File: src/rtl/fetch_pkg.sv
// Shared fetch-stage types and constants: state encoding, halt encoding, ROM geometry.
package fetch_pkg;

   localparam int PC_W      = 64;
   localparam int INSN_W    = 32;
   localparam int IMEM_AW   = 8;
   localparam int ROM_DEPTH = 1 << IMEM_AW;

   // CBZ XZR,#0: a self-loop the program uses to signal completion.
   localparam logic [INSN_W-1:0] HALT_INSN = 32'hb400001f;

   typedef enum logic [1:0] {
      RUN   = 2'd0,
      HALT  = 2'd1,
      FAULT = 2'd2
   } fetch_state_t;

endpackage

File: src/rtl/fetch_ctrl_if_id_reg.sv
// IF/ID pipeline register: loads on en_i, flush_i clears only the valid bit.
// Latency one edge; when neither en_i nor flush_i is set the contents hold.
module if_id_reg #(
   parameter int N  = 64,
   parameter int IW = 32
) (
   input  logic          clk,
   input  logic          reset,
   input  logic          en_i,
   input  logic          flush_i,
   input  logic [IW-1:0] instr_i,
   input  logic [N-1:0]  pc_i,
   output logic [IW-1:0] instr_o,
   output logic [N-1:0]  pc_o,
   output logic          valid_o
);

   logic [IW-1:0] instr_q;
   logic [N-1:0]  pc_q;
   logic          valid_q;

   always_ff @(posedge clk) begin
      if (reset) begin
         instr_q <= '0;
         pc_q    <= '0;
         valid_q <= 1'b0;
      end else if (flush_i) begin
         valid_q <= 1'b0;
      end else if (en_i) begin
         instr_q <= instr_i;
         pc_q    <= pc_i;
         valid_q <= 1'b1;
      end
   end

   assign instr_o = instr_q;
   assign pc_o    = pc_q;
   assign valid_o = valid_q;

endmodule

File: src/rtl/fetch_ctrl.sv
// Fetch sequencer: owns the PC, addresses the instruction ROM, fills IF/ID, detects halt/fault.
// Latency: word at pc_F lands in IF/ID one edge later; stall_F holds PC and IF/ID.
module fetch_ctrl #(
   parameter int N  = fetch_pkg::PC_W,
   parameter int IW = fetch_pkg::INSN_W,
   parameter int AW = fetch_pkg::IMEM_AW,
   parameter logic [IW-1:0] HALT_INSN = fetch_pkg::HALT_INSN
) (
   input  logic          clk,
   input  logic          reset,
   input  logic          stall_F,
   input  logic          redirect_valid,
   input  logic [N-1:0]  redirect_pc,
   output logic [AW-1:0] imem_addr,
   input  logic [IW-1:0] imem_q,
   output logic [IW-1:0] instr_D,
   output logic [N-1:0]  pc_D,
   output logic          valid_D,
   output logic          halted,
   output logic          fault,
   output logic [31:0]   fetch_count
);
   import fetch_pkg::*;

   fetch_state_t state_q, state_d;
   logic [N-1:0] pc_q, pc_d;
   logic         halted_q, halted_d;
   logic         fault_q, fault_d;
   logic [31:0]  cnt_q, cnt_d;
   logic         ifid_en, ifid_flush;
   logic         pc_bad;

   // Address comes straight from the PC register, never from redirect/stall.
   assign imem_addr = pc_q[AW+1:2];
   assign pc_bad    = (pc_q[N-1:AW+2] != '0) || (pc_q[1:0] != 2'b00);

   always_comb begin
      state_d    = state_q;
      pc_d       = pc_q;
      halted_d   = halted_q;
      fault_d    = fault_q;
      cnt_d      = cnt_q;
      ifid_en    = 1'b0;
      ifid_flush = 1'b0;
      case (state_q)
         RUN: begin
            if (redirect_valid) begin
               pc_d       = redirect_pc;
               ifid_flush = 1'b1;
            end else if (pc_bad) begin
               state_d    = FAULT;
               fault_d    = 1'b1;
               ifid_flush = 1'b1;
            end else if (!stall_F) begin
               ifid_en = 1'b1;
               if (cnt_q != 32'hffffffff) cnt_d = cnt_q + 32'd1;
               if (imem_q == HALT_INSN) begin
                  state_d  = HALT;
                  halted_d = 1'b1;
               end else begin
                  pc_d = pc_q + N'(4);
               end
            end
         end
         // The halt word already in IF/ID drains on the first unstalled edge.
         HALT:    if (!stall_F) ifid_flush = 1'b1;
         FAULT:   ifid_flush = 1'b1;
         default: ifid_flush = 1'b1;
      endcase
   end

   always_ff @(posedge clk) begin
      if (reset) begin
         state_q  <= RUN;
         pc_q     <= '0;
         halted_q <= 1'b0;
         fault_q  <= 1'b0;
         cnt_q    <= '0;
      end else begin
         state_q  <= state_d;
         pc_q     <= pc_d;
         halted_q <= halted_d;
         fault_q  <= fault_d;
         cnt_q    <= cnt_d;
      end
   end

   if_id_reg #(.N(N), .IW(IW)) u_if_id (
      .clk     (clk),
      .reset   (reset),
      .en_i    (ifid_en),
      .flush_i (ifid_flush),
      .instr_i (imem_q),
      .pc_i    (pc_q),
      .instr_o (instr_D),
      .pc_o    (pc_D),
      .valid_o (valid_D)
   );

   assign halted      = halted_q;
   assign fault       = fault_q;
   assign fetch_count = cnt_q;

endmodule

File: config.mk
export PLATFORM = sky130hd
export DESIGN_NAME = fetch_ctrl
export DESIGN_NICKNAME = d
export VERILOG_FILES = /design/src/rtl/fetch_pkg.sv /design/src/rtl/fetch_ctrl_if_id_reg.sv /design/src/rtl/fetch_ctrl.sv
export SDC_FILE = /design/constraint.sdc
export NUM_CORES = 1
export LEC_CHECK = 0
export BUFFER_PORTS_ARGS = -buffer_cell sky130_fd_sc_hd__buf_2
export CAP_MARGIN = 20
export CELL_PAD_IN_SITES_DETAIL_PLACEMENT = 1
export CELL_PAD_IN_SITES_GLOBAL_PLACEMENT = 1
export CORE_MARGIN = 2
export CORE_UTILIZATION = 34
export CTS_CLUSTER_DIAMETER = 100
export DETAILED_ROUTE_END_ITERATION = 7
export PLACE_DENSITY = 0.88
export SLEW_MARGIN = 10
export SYNTH_ARGS = -nofsm -noshare
export SYNTH_HDL_FRONTEND = slang
export SYNTH_SLANG_ARGS = --single-unit
export TNS_END_PERCENT = 5
File: constraint.sdc
create_clock -name clk -period 2.3 [get_ports clk]
set_input_delay 0.46 -clock clk [delete_from_list [all_inputs] [get_ports clk]]
set_output_delay 0.46 -clock clk [all_outputs]
set_load 0.02 [all_outputs]
==> results of run 1 <==
[what timing repair did]
item,4_1_cts,5_1_grt
hold endpoints to repair,0,0
pin swaps,7,6
endpoints found under the setup margin,190,164
gates cloned,0,1
resized for setup,11,12
setup buffers,2,2
[through the flow]
step                      setup WS, ns  TNS [ns]  utilization, %  instances  power, mW
final                         -0.04757   -0.3005           46.88       1646      7.423
after global routing           -0.1488    -4.837           46.87       1645      7.687
after CTS                     -0.01826  -0.06186           46.53       1642      7.483
after detailed placement       -0.3366    -28.25           43.56       1608      4.237
after global placement         -0.3243    -16.20           43.56       1608      4.211
after floorplan                 0.1102         0               -       1015      3.903
[metal layers]
layer / GRT usage [%] / vias to the layer above / wire [µm]
met2: 40.28 / 333 / 14990
met1: 28.17 / 4399 / 13070
li1: - / 4271 / -
met5: 0 / - / 0
met3: 5.217 / 55 / 1911
met4: 8.067 / 0 / 809
[cell usage in the layout (no fill, tap or decap), types with 10 or more instances in the layout]
cell type / instances
sky130_fd_sc_hd__buf_2: 237
sky130_fd_sc_hd__dfxtp_1: 193
sky130_fd_sc_hd__nand2_1: 158
sky130_fd_sc_hd__a21oi_1: 105
sky130_fd_sc_hd__buf_4: 100
sky130_fd_sc_hd__and3_1: 65
sky130_fd_sc_hd__nor2_1: 57
sky130_fd_sc_hd__o21ai_0: 57
sky130_fd_sc_hd__nand3_1: 43
sky130_fd_sc_hd__nand4_1: 30
sky130_fd_sc_hd__or3_1: 27
sky130_fd_sc_hd__nor4_1: 21
sky130_fd_sc_hd__nor3_1: 19
sky130_fd_sc_hd__a22oi_1: 19
sky130_fd_sc_hd__clkbuf_16: 18
sky130_fd_sc_hd__inv_1: 14
sky130_fd_sc_hd__a221oi_1: 12
sky130_fd_sc_hd__buf_12: 10
[synth_stat cells (2+ instances only)]
master / count / area [µm²]
sky130_fd_sc_hd__dfxtp_1: 197 / 3944
sky130_fd_sc_hd__nand2_1: 159 / 596.8
sky130_fd_sc_hd__a21oi_1: 107 / 535.5
sky130_fd_sc_hd__and3_1: 66 / 412.9
sky130_fd_sc_hd__nor2_1: 59 / 221.5
sky130_fd_sc_hd__o21ai_0: 58 / 290.3
sky130_fd_sc_hd__clkbuf_1: 52 / 195.2
sky130_fd_sc_hd__nand3_1: 43 / 215.2
sky130_fd_sc_hd__nand4_1: 30 / 187.7
sky130_fd_sc_hd__or3_1: 28 / 175.2
sky130_fd_sc_hd__nor4_1: 27 / 168.9
sky130_fd_sc_hd__nor3_1: 20 / 100.1
sky130_fd_sc_hd__a22oi_1: 19 / 142.6
sky130_fd_sc_hd__inv_1: 15 / 56.30
sky130_fd_sc_hd__buf_2: 13 / 65.06
sky130_fd_sc_hd__a221oi_1: 12 / 105.1
sky130_fd_sc_hd__a211oi_1: 9 / 67.56
sky130_fd_sc_hd__o31ai_1: 9 / 67.56
sky130_fd_sc_hd__buf_4: 8 / 60.06
sky130_fd_sc_hd__o22ai_1: 7 / 43.79
sky130_fd_sc_hd__or4_1: 7 / 52.55
sky130_fd_sc_hd__o41ai_1: 6 / 52.55
sky130_fd_sc_hd__or2_2: 6 / 37.54
sky130_fd_sc_hd__nor3b_1: 5 / 37.54
sky130_fd_sc_hd__a311oi_1: 4 / 35.03
sky130_fd_sc_hd__nand2b_1: 4 / 25.02
sky130_fd_sc_hd__a22o_1: 3 / 26.28
sky130_fd_sc_hd__a31oi_1: 3 / 18.77
sky130_fd_sc_hd__mux2i_1: 3 / 30.03
sky130_fd_sc_hd__nand4b_1: 3 / 26.28
sky130_fd_sc_hd__nor4_4: 3 / 63.81
sky130_fd_sc_hd__a31o_2: 2 / 17.52
sky130_fd_sc_hd__a41oi_1: 2 / 17.52
sky130_fd_sc_hd__and2_1: 2 / 12.51
sky130_fd_sc_hd__and4_1: 2 / 17.52
sky130_fd_sc_hd__buf_6: 2 / 22.52
sky130_fd_sc_hd__ha_1: 2 / 25.02
sky130_fd_sc_hd__nor4b_1: 2 / 17.52
sky130_fd_sc_hd__xnor2_1: 2 / 17.52
sky130_fd_sc_hd__xor2_1: 2 / 17.52
[worst max-delay path: cells and delay by family, from the launching register on]
kind                   cells  cell delay, ns
flip-flops                 1            0.35
AO/OA/AOI/OAI              1            0.12
buffers and inverters      2            0.36
AND/OR/NAND/NOR            5            1.44
[how the worst max path moves through the flow]
stage | start | endpoint | depth (start not counted)
floorplan | imem_q[8] | pc_q[17] | 8
global placement | imem_q[15] | pc_q[10] | 9
detailed placement | imem_q[15] | pc_q[21] | 9
CTS | pc_q[34] | fetch_count[19] | 8
global route | pc_q[34] | fetch_count[17] | 8
finish | pc_q[34] | fetch_count[20] | 8
[registers in the layout, indices dropped and copies added (netlist names)]
name / count
u_if_id.pc_o: 64
pc_q: 64
halted: 1
u_if_id.instr_o: 32
fault: 1
state_q: 2
u_if_id.valid_o: 1
fetch_count: 32
[power by group through the flow]
stage / logic, mW / clock network (mW) / registers [mW]
detailed placement: 0.645 / 0 / 3.59
global route: 0.719 / 3.44 / 3.53
CTS: 0.660 / 3.31 / 3.52
global placement: 0.623 / 0 / 3.59
finish: 0.670 / 3.23 / 3.52
floorplan: 0.305 / 0 / 3.60
[cells by family after synthesis]
group / count (synthesis)
XOR/XNOR: 4
AO/OA/AOI/OAI: 250
flip-flops: 197
multiplexers: 3
AND/OR/NAND/NOR: 469
adder cells (fa/ha/maj): 2
buffers and inverters: 90
[final cells by class]
class	count	area [µm²]	area share, %
Timing Repair Buffer	349	2173	19.17
Antenna cell	1	2.502	0.02208
Tap cell	324	405.4	3.577
Multi-Input combinational cell	728	4104	36.21
Sequential cell	197	3949	34.84
Clock inverter	15	219.0	1.932
Clock buffer	17	425.4	3.753
Inverter	15	56.30	0.4967
==> impl_metrics.prom, run 1 <==
# TYPE chip_impl_metric gauge
chip_impl_metric{name="fp.coreArea",unit="µm²"} 24180
chip_impl_metric{name="post-dp-hpwl",unit="µm"} 22070
chip_impl_metric{name="area_growth_syn_to_layout",unit="%"} 35.80
chip_impl_info{name="synth_ff_type",value="sky130_fd_sc_hd__dfxtp_1"} 1
chip_impl_info{name="critical_path.reg2reg.endpoint",value="fetch_count[20]"} 1
chip_impl_metric{name="fp.dieH",unit="µm"} 160.7
chip_impl_metric{name="worst-endpoint-arrival",unit="ns"} 2.72
chip_impl_metric{name="nNetsFinal",unit=""} 1410
chip_impl_metric{name="timing.final.ws_setup",unit="ns"} -0.04757
chip_impl_metric{name="post_synth_fa_ha_maj_area_fraction",unit="%"} 0.2998
chip_impl_metric{name="final_max_slew_viol_count",unit=""} 0
chip_impl_metric{name="gr-total-overflow",unit=""} 0
chip_impl_metric{name="grt_pass1_vias",unit=""} 9133
chip_impl_metric{name="fmaxAchievable",unit="MHz"} 426.0
chip_impl_metric{name="die_w",unit="µm"} 160.7
chip_impl_metric{name="timing.final.crit_share",unit="%"} 102.1
chip_impl_metric{name="first_pass_grt_wire_length",unit="µm"} 48150
chip_impl_metric{name="gp_congestion",unit=""} 0.8834
chip_impl_info{name="criticalPathCategory",value="flip-flop to flip-flop"} 1
chip_impl_metric{name="synth-edff-count",unit=""} 0
chip_impl_metric{name="cpPeakStageDelay",unit="ns"} 0.37
chip_impl_info{name="hold-path-endpoint",value="pc_q[1]"} 1
chip_impl_info{name="critical_path.reg2reg.startpoint",value="pc_q[34]"} 1
chip_impl_metric{name="placed_area",unit="µm²"} 10530
chip_impl_metric{name="drt_first_iter_violations",unit=""} 638
chip_impl_metric{name="period_minus_slack",unit="ns"} 2.348
chip_impl_metric{name="insertion_delay",unit="ns"} 0.45
chip_impl_info{name="timing.hold.worst.start",value="redirect_pc[1]"} 1
chip_impl_metric{name="drcViolationCount",unit=""} 0
chip_impl_metric{name="cts_hold_buffers",unit=""} 0
chip_impl_metric{name="clock_power_share",unit="%"} 43.5
chip_impl_metric{name="total_number_of_h_tree_levels",unit=""} 4
chip_impl_metric{name="data_required_time_at_the_worst_endpoint",unit="ns"} 2.67
chip_impl_metric{name="post_synth_num_cell_types",unit=""} 52
chip_impl_metric{name="pwr-share-seq",unit="%"} 47.4
chip_impl_metric{name="irDropWorstVdd",unit="mV"} 0.4057
chip_impl_info{name="cp-start-kind",value="flip-flop"} 1
chip_impl_metric{name="drv.max_cap_violation_count",unit=""} 0
chip_impl_info{name="rsz_0062_raised_after_global_routing",value="true"} 1
chip_impl_metric{name="synth.yosys.warnings",unit=""} 0
chip_impl_metric{name="num_vias",unit=""} 9058
chip_impl_info{name="critPathSlowestCell",value="sky130_fd_sc_hd__or3_4"} 1
chip_impl_metric{name="initial_core_util",unit="%"} 34.52
chip_impl_metric{name="power_switching",unit="mW"} 2.133
chip_impl_metric{name="reg2reg_slack",unit="ns"} -0.05
chip_impl_metric{name="cts_sinks",unit=""} 197
chip_impl_metric{name="gr-usage-all-layers",unit="%"} 23.15
chip_impl_info{name="timing.critical_path.cells",value="nor4_4 -> nand4_1 -> nor4_4 -> buf_12 -> nand4_1 -> buf_6 -> or3_4 -> a21oi_2"} 1
chip_impl_metric{name="synth-compound-area-share",unit="%"} 18.17
chip_impl_info{name="clock_tree_from_tritoncts",value="built"} 1
chip_impl_metric{name="cellInternalPower",unit="mW"} 5.290
chip_impl_metric{name="syn_inst",unit=""} 1015
chip_impl_metric{name="postRouteWirelength",unit="µm"} 30780
chip_impl_metric{name="pwr_density_cell",unit="nW/µm²"} 654.9
chip_impl_metric{name="setup_viol",unit=""} 16
chip_impl_metric{name="netSwitchingFraction",unit="%"} 28.74
chip_impl_metric{name="fillCellCount",unit=""} 2933
chip_impl_metric{name="pin_count_of_the_biggest_net_entering_global_routing",unit=""} 115
chip_impl_metric{name="actual_slew_at_the_worst_max_slew_pin",unit="ns"} 0.5800
chip_impl_metric{name="slew_headroom",unit="%"} 61.28
chip_impl_info{name="failed_checks",value="setup timing"} 1
chip_impl_metric{name="worstPathMaxFanout",unit=""} 14
chip_impl_metric{name="wl_per_cell",unit="µm"} 18.70
chip_impl_metric{name="floorplan.die_area",unit="µm²"} 25820
chip_impl_metric{name="avgViaCountPerCell",unit=""} 5.503
chip_impl_metric{name="synth-async-reset-ratio",unit="%"} 0
chip_impl_metric{name="grt_antenna_before_repair",unit=""} 0
chip_impl_metric{name="xor_xnor_portion_of_the_synthesized_cell_area",unit="%"} 0.4197
chip_impl_metric{name="syn_avg_cell_area",unit="µm²"} 8.223
chip_impl_metric{name="num_io_pins",unit=""} 239
chip_impl_metric{name="min_delay_path_depth",unit=""} 3
chip_impl_metric{name="synth_seq_cells",unit=""} 197
chip_impl_info{name="endpoint_kind",value="flip-flop"} 1
chip_impl_metric{name="synth_seq_area_share",unit="%"} 47.25
chip_impl_info{name="min_path_type",value="input port to flip-flop"} 1
chip_impl_metric{name="finalHoldViolations",unit=""} 0
chip_impl_metric{name="cts.path.max_buffers",unit=""} 2
chip_impl_metric{name="numCtsBuffers",unit=""} 17
chip_impl_metric{name="r2r_cells",unit=""} 8
chip_impl_metric{name="synth.area.mux_share",unit="%"} 0.3598
chip_impl_metric{name="stdcell_area",unit="µm²"} 11330
chip_impl_metric{name="worst_clock_skew",unit="ns"} 0.02154
chip_impl_metric{name="leakage_power",unit="nW"} 4.834
chip_impl_metric{name="synthesis.nets",unit=""} 1117
chip_impl_metric{name="cell_row_count",unit=""} 57
chip_impl_metric{name="buffer_ports.inserted",unit=""} 238
chip_impl_metric{name="mappedNetlistArea",unit="µm²"} 8347
chip_impl_metric{name="antenna_left",unit=""} 0
chip_impl_info{name="status",value="finished, violations left"} 1
chip_impl_info{name="synth_top_family_by_area",value="simple AND/OR/NAND/NOR gates"} 1
chip_impl_metric{name="clock_transition_at_the_register_clock_pins_on_the_worst_setup_and_hold_paths_after_cts",unit="ns"} 0.09
chip_impl_metric{name="synth-simple-area-share",unit="%"} 28.72
chip_impl_metric{name="number_of_iterations_in_the_first_detailed_routing_pass",unit=""} 6
chip_impl_info{name="cts-root-buf",value="sky130_fd_sc_hd__clkbuf_16"} 1
chip_impl_metric{name="drive_gt1_share",unit="%"} 31.49
chip_impl_metric{name="power.combinational.fraction",unit="%"} 9.0
chip_impl_metric{name="minimum_hold_slack",unit="ns"} 0.2475
Note: power is estimated with default switching activity, not from simulation.
==> run 2, diff against run 1 <==
- SETUP_SLACK_MARGIN: unset -> 0.4
==> run 2 against run 1 <==
Effect of this change:
- the flow still finishes with violations (setup timing)
- flip-flop and latch count unchanged
- maximum frequency decreased by 4.1%
- global-route usage increased by 0.35 points
- sequential share of layout area about the same
- wire length increased by 1.4%
- clock skew decreased by 0.0098 ns
- critical path type unchanged
- count of clock-buffer cells in the layout increased by 5
- largest power group unchanged
- critical path depth unchanged
==> impl_metrics.prom, run 2 (same netlist as run 1, synthesis figures left out) <==
# TYPE chip_impl_metric gauge
chip_impl_metric{name="drt_first_iter_violations",unit=""} 579
chip_impl_metric{name="nNetsFinal",unit=""} 1407
chip_impl_metric{name="grt_antenna_before_repair",unit=""} 5
chip_impl_metric{name="drive_gt1_share",unit="%"} 32.50
chip_impl_metric{name="irDropWorstVdd",unit="mV"} 0.3489
chip_impl_info{name="mostFrequentLayoutCell",value="sky130_fd_sc_hd__buf_2"} 1
chip_impl_info{name="hold-path-endpoint",value="pc_q[1]"} 1
chip_impl_metric{name="reg2reg_slack",unit="ns"} -0.15
chip_impl_metric{name="pwr-share-seq",unit="%"} 48.2
chip_impl_metric{name="first_pass_grt_wire_length",unit="µm"} 49130
chip_impl_info{name="status",value="finished, violations left"} 1
chip_impl_metric{name="finalHoldViolations",unit=""} 0
chip_impl_metric{name="floorplan.die_area",unit="µm²"} 25820
chip_impl_metric{name="actual_slew_at_the_worst_max_slew_pin",unit="ns"} 0.6345
chip_impl_info{name="failed_checks",value="setup timing"} 1
chip_impl_metric{name="fp.coreArea",unit="µm²"} 24180
chip_impl_metric{name="num_io_pins",unit=""} 239
chip_impl_metric{name="gp_congestion",unit=""} 0.8422
chip_impl_metric{name="minimum_hold_slack",unit="ns"} 0.2720
chip_impl_metric{name="number_of_iterations_in_the_first_detailed_routing_pass",unit=""} 5
chip_impl_metric{name="post_layout_nonfiller_instances",unit=""} 1644
chip_impl_metric{name="antenna_left",unit=""} 0
chip_impl_info{name="delay_heaviest_family_cp",value="simple AND/OR/NAND/NOR gates"} 1
chip_impl_metric{name="gr-total-overflow",unit=""} 0
chip_impl_metric{name="place_worst_setup_slack",unit="ns"} -0.2497
chip_impl_metric{name="fmaxAchievable",unit="MHz"} 408.3
chip_impl_metric{name="wl_per_cell",unit="µm"} 18.98
chip_impl_info{name="critical_path.reg2reg.endpoint",value="fetch_count[17]"} 1
chip_impl_metric{name="placed_cells_incl_taps",unit=""} 1604
chip_impl_metric{name="cts.path.max_buffers",unit=""} 2
chip_impl_metric{name="final_max_slew_viol_count",unit=""} 0
chip_impl_metric{name="cellInternalPower",unit="mW"} 5.460
chip_impl_info{name="final_cell_mix",value="237 x sky130_fd_sc_hd__buf_2, 194 x sky130_fd_sc_hd__dfxtp_1, 158 x sky130_fd_sc_hd__nand2_1, 99 x sky130_fd_sc_hd__a21oi_1, 98 x sky130_fd_sc_hd__buf_4"} 1
chip_impl_metric{name="min_delay_path_depth",unit=""} 3
chip_impl_metric{name="buffer_ports.inserted",unit=""} 238
chip_impl_metric{name="total_number_of_h_tree_levels",unit=""} 4
chip_impl_metric{name="power.combinational.fraction",unit="%"} 9.6
chip_impl_metric{name="cts_sinks",unit=""} 197
chip_impl_info{name="min_path_type",value="input port to flip-flop"} 1
chip_impl_metric{name="area_growth_syn_to_layout",unit="%"} 35.69
chip_impl_metric{name="netSwitchingFraction",unit="%"} 25.20
chip_impl_metric{name="cpPeakStageDelay",unit="ns"} 0.46
chip_impl_info{name="timing.critical_path.cells",value="nor4_1 -> nand4_1 -> nor4_4 -> buf_12 -> o2111ai_1 -> buf_4 -> or3_4 -> a21oi_2"} 1
chip_impl_metric{name="data_required_time_at_the_worst_endpoint",unit="ns"} 2.66
chip_impl_metric{name="timing.final.ws_setup",unit="ns"} -0.1491
chip_impl_metric{name="insertion_delay",unit="ns"} 0.43
chip_impl_metric{name="numCtsBuffers",unit=""} 17
chip_impl_info{name="cts-root-buf",value="sky130_fd_sc_hd__clkbuf_16"} 1
chip_impl_metric{name="setup_viol",unit=""} 65
chip_impl_info{name="clock_tree_from_tritoncts",value="built"} 1
chip_impl_metric{name="slew_headroom",unit="%"} 57.54
chip_impl_metric{name="leakage_power",unit="nW"} 4.792
chip_impl_metric{name="placed_area",unit="µm²"} 10540
chip_impl_metric{name="cts_hold_buffers",unit=""} 0
chip_impl_metric{name="worst_clock_skew",unit="ns"} 0.01170
chip_impl_metric{name="grt_pass1_vias",unit=""} 9458
chip_impl_metric{name="num_vias",unit=""} 9040
chip_impl_metric{name="clock_power_share",unit="%"} 42.2
chip_impl_metric{name="post-dp-hpwl",unit="µm"} 21930
chip_impl_metric{name="worstPathMaxFanout",unit=""} 13
chip_impl_metric{name="fp.dieH",unit="µm"} 160.7
chip_impl_info{name="timing.hold.worst.start",value="redirect_pc[1]"} 1
chip_impl_info{name="cp-start-kind",value="flip-flop"} 1
chip_impl_info{name="critPathSlowestCell",value="sky130_fd_sc_hd__nor4_1"} 1
chip_impl_metric{name="drv.max_cap_violation_count",unit=""} 0
chip_impl_metric{name="power_switching",unit="mW"} 1.840
chip_impl_info{name="endpoint_kind",value="flip-flop"} 1
chip_impl_metric{name="worstPathBufferInverterCount",unit=""} 2
chip_impl_metric{name="stdcell_area",unit="µm²"} 11330
chip_impl_metric{name="postRouteWirelength",unit="µm"} 31200
chip_impl_metric{name="pwr_density_cell",unit="nW/µm²"} 644.6
chip_impl_metric{name="pin_count_of_the_biggest_net_entering_global_routing",unit=""} 115
chip_impl_metric{name="design_power_total",unit="mW"} 7.300
chip_impl_metric{name="cell_row_count",unit=""} 57
chip_impl_metric{name="r2r_cells",unit=""} 8
chip_impl_metric{name="worst-endpoint-arrival",unit="ns"} 2.81
chip_impl_metric{name="die_w",unit="µm"} 160.7
chip_impl_metric{name="clock_transition_at_the_register_clock_pins_on_the_worst_setup_and_hold_paths_after_cts",unit="ns"} 0.07
chip_impl_metric{name="drcViolationCount",unit=""} 0
chip_impl_info{name="criticalPathCategory",value="flip-flop to flip-flop"} 1
chip_impl_metric{name="period_minus_slack",unit="ns"} 2.449
chip_impl_info{name="rsz_0062_raised_after_global_routing",value="true"} 1
chip_impl_info{name="critical_path.reg2reg.startpoint",value="pc_q[12]"} 1
chip_impl_metric{name="timing.final.crit_share",unit="%"} 106.5
chip_impl_metric{name="gr-usage-all-layers",unit="%"} 23.50
chip_impl_metric{name="initial_core_util",unit="%"} 34.52
chip_impl_metric{name="avgViaCountPerCell",unit=""} 5.499
==> run 2: cell types whose count changed in the layout (fill, tap and decap cells not counted), sizes merged <==
cell      delta
clkbuf       +5
clkinv       -1
clkinvlp     +1
buf          -3
diode        +2
inv          -8
bufinv       +2
==> run 2: timing repair <==
| item | 4_1_cts | 5_1_grt |
|---|---|---|
| endpoints found under the setup margin | 194 | 194 |
| gates cloned | 0 | 1 |
| setup buffers | 2 | 3 |
| pin swaps | 20 | 9 |
| resized for setup | 17 | 22 |
==> run 2: layout make-up <==
type                    instances  area (µm²)
diodes                          3       7.507
clock buffers                  22       474.2
clock inverters                 9       116.4
fillers                      2953       12850
inverters                      15       56.30
multi-input cells             728        4198
flip-flops and latches        197        3948
well taps                     324       405.4
repair buffers                346        2121
==> run 2: per-stage QoR <==
stage,TNS (ns),util [%]
4_1_cts,-1.076,46.34
3_5_place_dp,-17.87,43.61
3_3_place_gp,-3.233,43.61
2_1_floorplan,0,-
6_report,-3.567,46.85
5_1_grt,-20.33,46.83
==> run 2: tightest hold or removal path, delay by kind of cell <==
family,cells,cell delay (ns)
compound gates,1,0.05
buf+inv,1,0.10
simple gates,1,0.05
==> run 2: how the worst max path moves through the flow <==
stage / startpoint / to / slack (ns) / cells past startpoint
after floorplan: pc_q[38] / u_if_id.instr_o[15] / 0.22 / 9
final: pc_q[12] / fetch_count[17] / -0.15 / 8
after global routing: pc_q[1] / fetch_count[17] / -0.26 / 8
after detailed placement: pc_q[47] / fetch_count[17] / -0.25 / 8
after global placement: imem_q[15] / pc_q[6] / -0.15 / 8
after CTS: pc_q[47] / fetch_count[19] / -0.1 / 8
==> run 2: routing by layer <==
layer	vias up	wire [µm]	track usage, %	part of all wire [%]
met2	264	15750	41.36	50
met4	4	942	8.763	3.0
met1	4431	12770	27.97	41
met5	-	21	0	0.067
met3	70	1717	5.320	5.5
li1	4271	-	-	-
==> run 2: power by group through the flow <==
stage,registers [mW],clock network (mW),logic (mW)
after floorplan,3.60,0,0.321
after global placement,3.59,0,0.630
after detailed placement,3.59,0,0.652
after CTS,3.51,3.14,0.668
after global routing,3.52,3.28,0.752
final,3.52,3.08,0.700
==> run 3, diff against run 2 <==
- BUFFER_PORTS_ARGS: -buffer_cell sky130_fd_sc_hd__buf_2 -> unset
- CORE_UTILIZATION: 34 -> 41
- DONT_BUFFER_PORTS: unset -> 1
- PLACE_DENSITY: 0.88 -> 0.86
- SYNTH_HIERARCHICAL: unset -> 1
==> run 3 against run 2 <==
Effect of this change:
- the run still ends with setup timing left
- synthesized cell count increased by 10%
- non-clock buffer count shrank 181
- worst setup slack got worse by 0.41 ns
- sequential power about the same
- critical path depth up 2
- worst hold slack got worse by 0.15 ns
- first-iteration DRC count rose by 27%
- wire length rose by 13%
- largest power group unchanged
- count of clock-buffer cells in the layout is 3 lower
- cell area grew 6.1%
==> impl_metrics.prom, run 3 <==
# TYPE chip_impl_metric gauge
chip_impl_info{name="status",value="finished, violations left"} 1
chip_impl_info{name="failed_checks",value="setup timing"} 1
chip_impl_metric{name="drive_gt1_share",unit="%"} 22.09
chip_impl_metric{name="fmaxAchievable",unit="MHz"} 350.1
chip_impl_metric{name="finish.utilization",unit="%"} 51.50
chip_impl_metric{name="data_required_time_at_the_worst_endpoint",unit="ns"} 2.66
chip_impl_metric{name="synth.yosys.warnings",unit=""} 6
chip_impl_metric{name="actual_slew_at_the_worst_max_slew_pin",unit="ns"} 0.4962
chip_impl_info{name="critPathSlowestCell",value="sky130_fd_sc_hd__or4_4"} 1
chip_impl_metric{name="syn_avg_cell_area",unit="µm²"} 8.655
chip_impl_metric{name="synth-async-reset-ratio",unit="%"} 0
chip_impl_metric{name="grt_antenna_before_repair",unit=""} 2
chip_impl_metric{name="period_minus_slack",unit="ns"} 2.857
chip_impl_metric{name="initial_core_util",unit="%"} 41.47
chip_impl_metric{name="drcViolationCount",unit=""} 0
chip_impl_metric{name="buffer_ports.inserted",unit=""} 0
chip_impl_metric{name="synth_seq_cells",unit=""} 197
chip_impl_metric{name="post_synth_num_cell_types",unit=""} 61
chip_impl_metric{name="avgViaCountPerCell",unit=""} 6.061
chip_impl_info{name="cts-root-buf",value="sky130_fd_sc_hd__clkbuf_16"} 1
chip_impl_metric{name="fillCellCount",unit=""} 2694
chip_impl_metric{name="fp.dieH",unit="µm"} 157.6
chip_impl_metric{name="syn_inst",unit=""} 1118
chip_impl_metric{name="cell_row_count",unit=""} 56
chip_impl_metric{name="reg2reg_slack",unit="ns"} -0.56
chip_impl_metric{name="post-dp-hpwl",unit="µm"} 23200
chip_impl_metric{name="setup_viol",unit=""} 189
chip_impl_metric{name="total_number_of_h_tree_levels",unit=""} 4
chip_impl_metric{name="power_switching",unit="mW"} 1.830
chip_impl_info{name="cell_seen_most_often_among_critical_path_stages",value="sky130_fd_sc_hd__buf_6"} 1
chip_impl_metric{name="cpPeakStageDelay",unit="ns"} 0.58
chip_impl_metric{name="cts_hold_buffers",unit=""} 0
chip_impl_metric{name="final_max_slew_viol_count",unit=""} 0
chip_impl_info{name="final_cell_mix",value="194 x sky130_fd_sc_hd__dfxtp_1, 143 x sky130_fd_sc_hd__buf_4, 98 x sky130_fd_sc_hd__nand2_1, 98 x sky130_fd_sc_hd__nand2b_1, 96 x sky130_fd_sc_hd__nand4bb_1"} 1
chip_impl_info{name="cp-start-kind",value="flip-flop"} 1
chip_impl_metric{name="number_of_iterations_in_the_first_detailed_routing_pass",unit=""} 5
chip_impl_info{name="endpoint_kind",value="flip-flop"} 1
chip_impl_metric{name="netSwitchingFraction",unit="%"} 25.48
chip_impl_info{name="critical_path.reg2reg.startpoint",value="pc_q[61]"} 1
chip_impl_metric{name="drt_first_iter_violations",unit=""} 737
chip_impl_metric{name="worstPathBufferInverterCount",unit=""} 4
chip_impl_metric{name="synth_seq_area_share",unit="%"} 40.76
chip_impl_metric{name="pwr-share-seq",unit="%"} 48.9
chip_impl_info{name="min_path_type",value="input port to flip-flop"} 1
chip_impl_metric{name="design_power_total",unit="mW"} 7.185
chip_impl_info{name="synth_ff_type",value="sky130_fd_sc_hd__dfxtp_1"} 1
chip_impl_metric{name="worst_clock_skew",unit="ns"} 0.01247
chip_impl_metric{name="synthesis.nets",unit=""} 1220
chip_impl_metric{name="pin_count_of_the_biggest_net_entering_global_routing",unit=""} 259
chip_impl_info{name="synth_area_leader_cell",value="sky130_fd_sc_hd__dfxtp_1"} 1
chip_impl_metric{name="postRouteWirelength",unit="µm"} 35180
chip_impl_info{name="dominant_cells_by_area_after_synthesis",value="sky130_fd_sc_hd__dfxtp_1 41%, sky130_fd_sc_hd__nand4bb_1 11%, sky130_fd_sc_hd__nand2b_1 6.3%"} 1
chip_impl_metric{name="synth-edff-count",unit=""} 0
chip_impl_metric{name="pwr_density_cell",unit="nW/µm²"} 597.9
chip_impl_metric{name="antenna_left",unit=""} 0
chip_impl_metric{name="timing.final.ws_setup",unit="ns"} -0.5566
chip_impl_metric{name="clock_power_share",unit="%"} 42.9
chip_impl_info{name="clock_tree_from_tritoncts",value="built"} 1
chip_impl_metric{name="regArea",unit="µm²"} 3948
chip_impl_metric{name="clock_transition_at_the_register_clock_pins_on_the_worst_setup_and_hold_paths_after_cts",unit="ns"} 0.08
chip_impl_metric{name="floorplan.die_area",unit="µm²"} 24850
chip_impl_metric{name="grt_pass1_vias",unit=""} 9435
chip_impl_metric{name="timing.final.crit_share",unit="%"} 124.2
chip_impl_metric{name="die_w",unit="µm"} 157.6
chip_impl_info{name="most_common_cell_in_the_synthesized_netlist",value="sky130_fd_sc_hd__dfxtp_1"} 1
chip_impl_metric{name="minimum_hold_slack",unit="ns"} 0.1256
chip_impl_metric{name="mappedNetlistArea",unit="µm²"} 9677
chip_impl_metric{name="fp.coreArea",unit="µm²"} 23330
chip_impl_metric{name="min_delay_path_depth",unit=""} 1
chip_impl_metric{name="gr-usage-all-layers",unit="%"} 26.68
chip_impl_info{name="hold-path-endpoint",value="fetch_count[20]"} 1
chip_impl_metric{name="insertion_delay",unit="ns"} 0.43
chip_impl_metric{name="synth-simple-area-share",unit="%"} 35.63
chip_impl_metric{name="finalHoldViolations",unit=""} 0
chip_impl_metric{name="synth-compound-area-share",unit="%"} 17.00
chip_impl_metric{name="cellInternalPower",unit="mW"} 5.354
chip_impl_info{name="timing.critical_path.cells",value="nor4_4 -> buf_4 -> nand4_1 -> or4_4 -> buf_6 -> nand3b_1 -> buf_6 -> buf_12 -> or4_1 -> a21oi_2"} 1
chip_impl_metric{name="synth_top_area_share",unit="%"} 40.76
chip_impl_info{name="delay_heaviest_family_cp",value="simple AND/OR/NAND/NOR gates"} 1
chip_impl_metric{name="slew_headroom",unit="%"} 66.47
chip_impl_metric{name="first_pass_grt_wire_length",unit="µm"} 52790
chip_impl_metric{name="worstPathMaxFanout",unit=""} 8
chip_impl_metric{name="cts_sinks",unit=""} 197
chip_impl_metric{name="drv.max_cap_violation_count",unit=""} 0
chip_impl_metric{name="xor_xnor_portion_of_the_synthesized_cell_area",unit="%"} 0.09051
chip_impl_metric{name="synth.area.mux_share",unit="%"} 0.8404
chip_impl_metric{name="num_vias",unit=""} 9328
chip_impl_metric{name="numCtsBuffers",unit=""} 17
chip_impl_metric{name="cts.path.max_buffers",unit=""} 2
chip_impl_info{name="critical_path.reg2reg.endpoint",value="fetch_count[29]"} 1
chip_impl_metric{name="wl_per_cell",unit="µm"} 22.86
chip_impl_metric{name="irDropWorstVdd",unit="mV"} 0.3953
chip_impl_metric{name="r2r_cells",unit=""} 10
chip_impl_metric{name="stdcell_area",unit="µm²"} 12020
chip_impl_metric{name="multiInputGateArea",unit="µm²"} 5504
chip_impl_info{name="synth_common_cells",value="197 x sky130_fd_sc_hd__dfxtp_1, 106 x sky130_fd_sc_hd__o21ai_0, 99 x sky130_fd_sc_hd__nand2_1"} 1
chip_impl_info{name="mostFrequentLayoutCell",value="sky130_fd_sc_hd__dfxtp_1"} 1
chip_impl_metric{name="worst-endpoint-arrival",unit="ns"} 3.21
chip_impl_info{name="timing.hold.worst.start",value="reset"} 1
chip_impl_info{name="rsz_0062_raised_after_global_routing",value="true"} 1
chip_impl_info{name="synth_top_family_by_area",value="simple AND/OR/NAND/NOR gates"} 1
chip_impl_metric{name="area_growth_syn_to_layout",unit="%"} 24.18
chip_impl_metric{name="num_io_pins",unit=""} 239
chip_impl_metric{name="nNetsFinal",unit=""} 1308
chip_impl_info{name="criticalPathCategory",value="flip-flop to flip-flop"} 1
chip_impl_metric{name="gr-total-overflow",unit=""} 0
chip_impl_metric{name="gp_congestion",unit=""} 0.8585
chip_impl_metric{name="power.combinational.fraction",unit="%"} 8.2
chip_impl_metric{name="post_synth_fa_ha_maj_area_fraction",unit="%"} 0.2586
chip_impl_metric{name="placed_area",unit="µm²"} 11020
chip_impl_metric{name="leakage_power",unit="nW"} 4.232
run 3: cell families after synthesis:
logic type	count (synthesis)
compound gates	281
xor+xnor	1
fa+ha+maj	2
buf+inv	109
flops	197
mux	8
simple gates	520
run 3: area by class of cell:
cell class              count  share of cell area, %
clock inverters            12                  1.218
well taps                 319                  3.322
flip-flops and latches    197                  32.85
multi-input cells         812                  45.80
repair buffers            165                  12.59
clock buffers              19                  3.769
inverters                  13                 0.4061
diodes                      2                0.04165
run 3: layer usage:
| layer | track usage (%) | wire length, µm | up-vias |
|---|---|---|---|
| met4 | 10.00 | 1171 | 2 |
| met3 | 7.446 | 2814 | 83 |
| met2 | 43.81 | 16470 | 342 |
| li1 | - | - | 4305 |
| met1 | 33.30 | 14720 | 4596 |
| met5 | 0 | 12 | - |
run 3: power groups by stage:
stage               registers, mW  clock network [mW]  logic [mW]
CTS                          3.51                3.13       0.578
global placement             3.58                   0       0.534
global route                 3.52                3.28       0.629
floorplan                    3.61                   0       0.348
detailed placement           3.59                   0       0.548
finish                       3.52                3.08       0.589
run 3: timing repair:
item | 4_1_cts | 5_1_grt
gates resized for setup | 54 | 41
endpoints found under the setup margin | 192 | 192
gates cloned | 2 | 1
buffers inserted | 2 | 2
pin swaps | 52 | 8
run 3: worst max-delay path by stage:
stage,start,to,slack (ns),depth (start not counted)
2_1_floorplan,pc_q[33],fetch_count[15],-0.11,9
3_5_place_dp,pc_q[63],fetch_count[8],-0.58,9
3_3_place_gp,pc_q[63],fetch_count[25],-0.52,8
5_1_grt,pc_q[61],fetch_count[29],-0.65,10
4_1_cts,pc_q[61],fetch_count[14],-0.37,10
6_report,pc_q[61],fetch_count[29],-0.56,10
run 3: metrics by stage:
stage / TNS (ns) / setup slack (ns) / std cells
global route: -87.55 / -0.6483 / 1537
CTS: -44.01 / -0.3733 / 1534
global placement: -75.73 / -0.5204 / 1499
floorplan: -9.141 / -0.1057 / 1118
finish: -65.67 / -0.5566 / 1539
detailed placement: -83.17 / -0.5751 / 1499
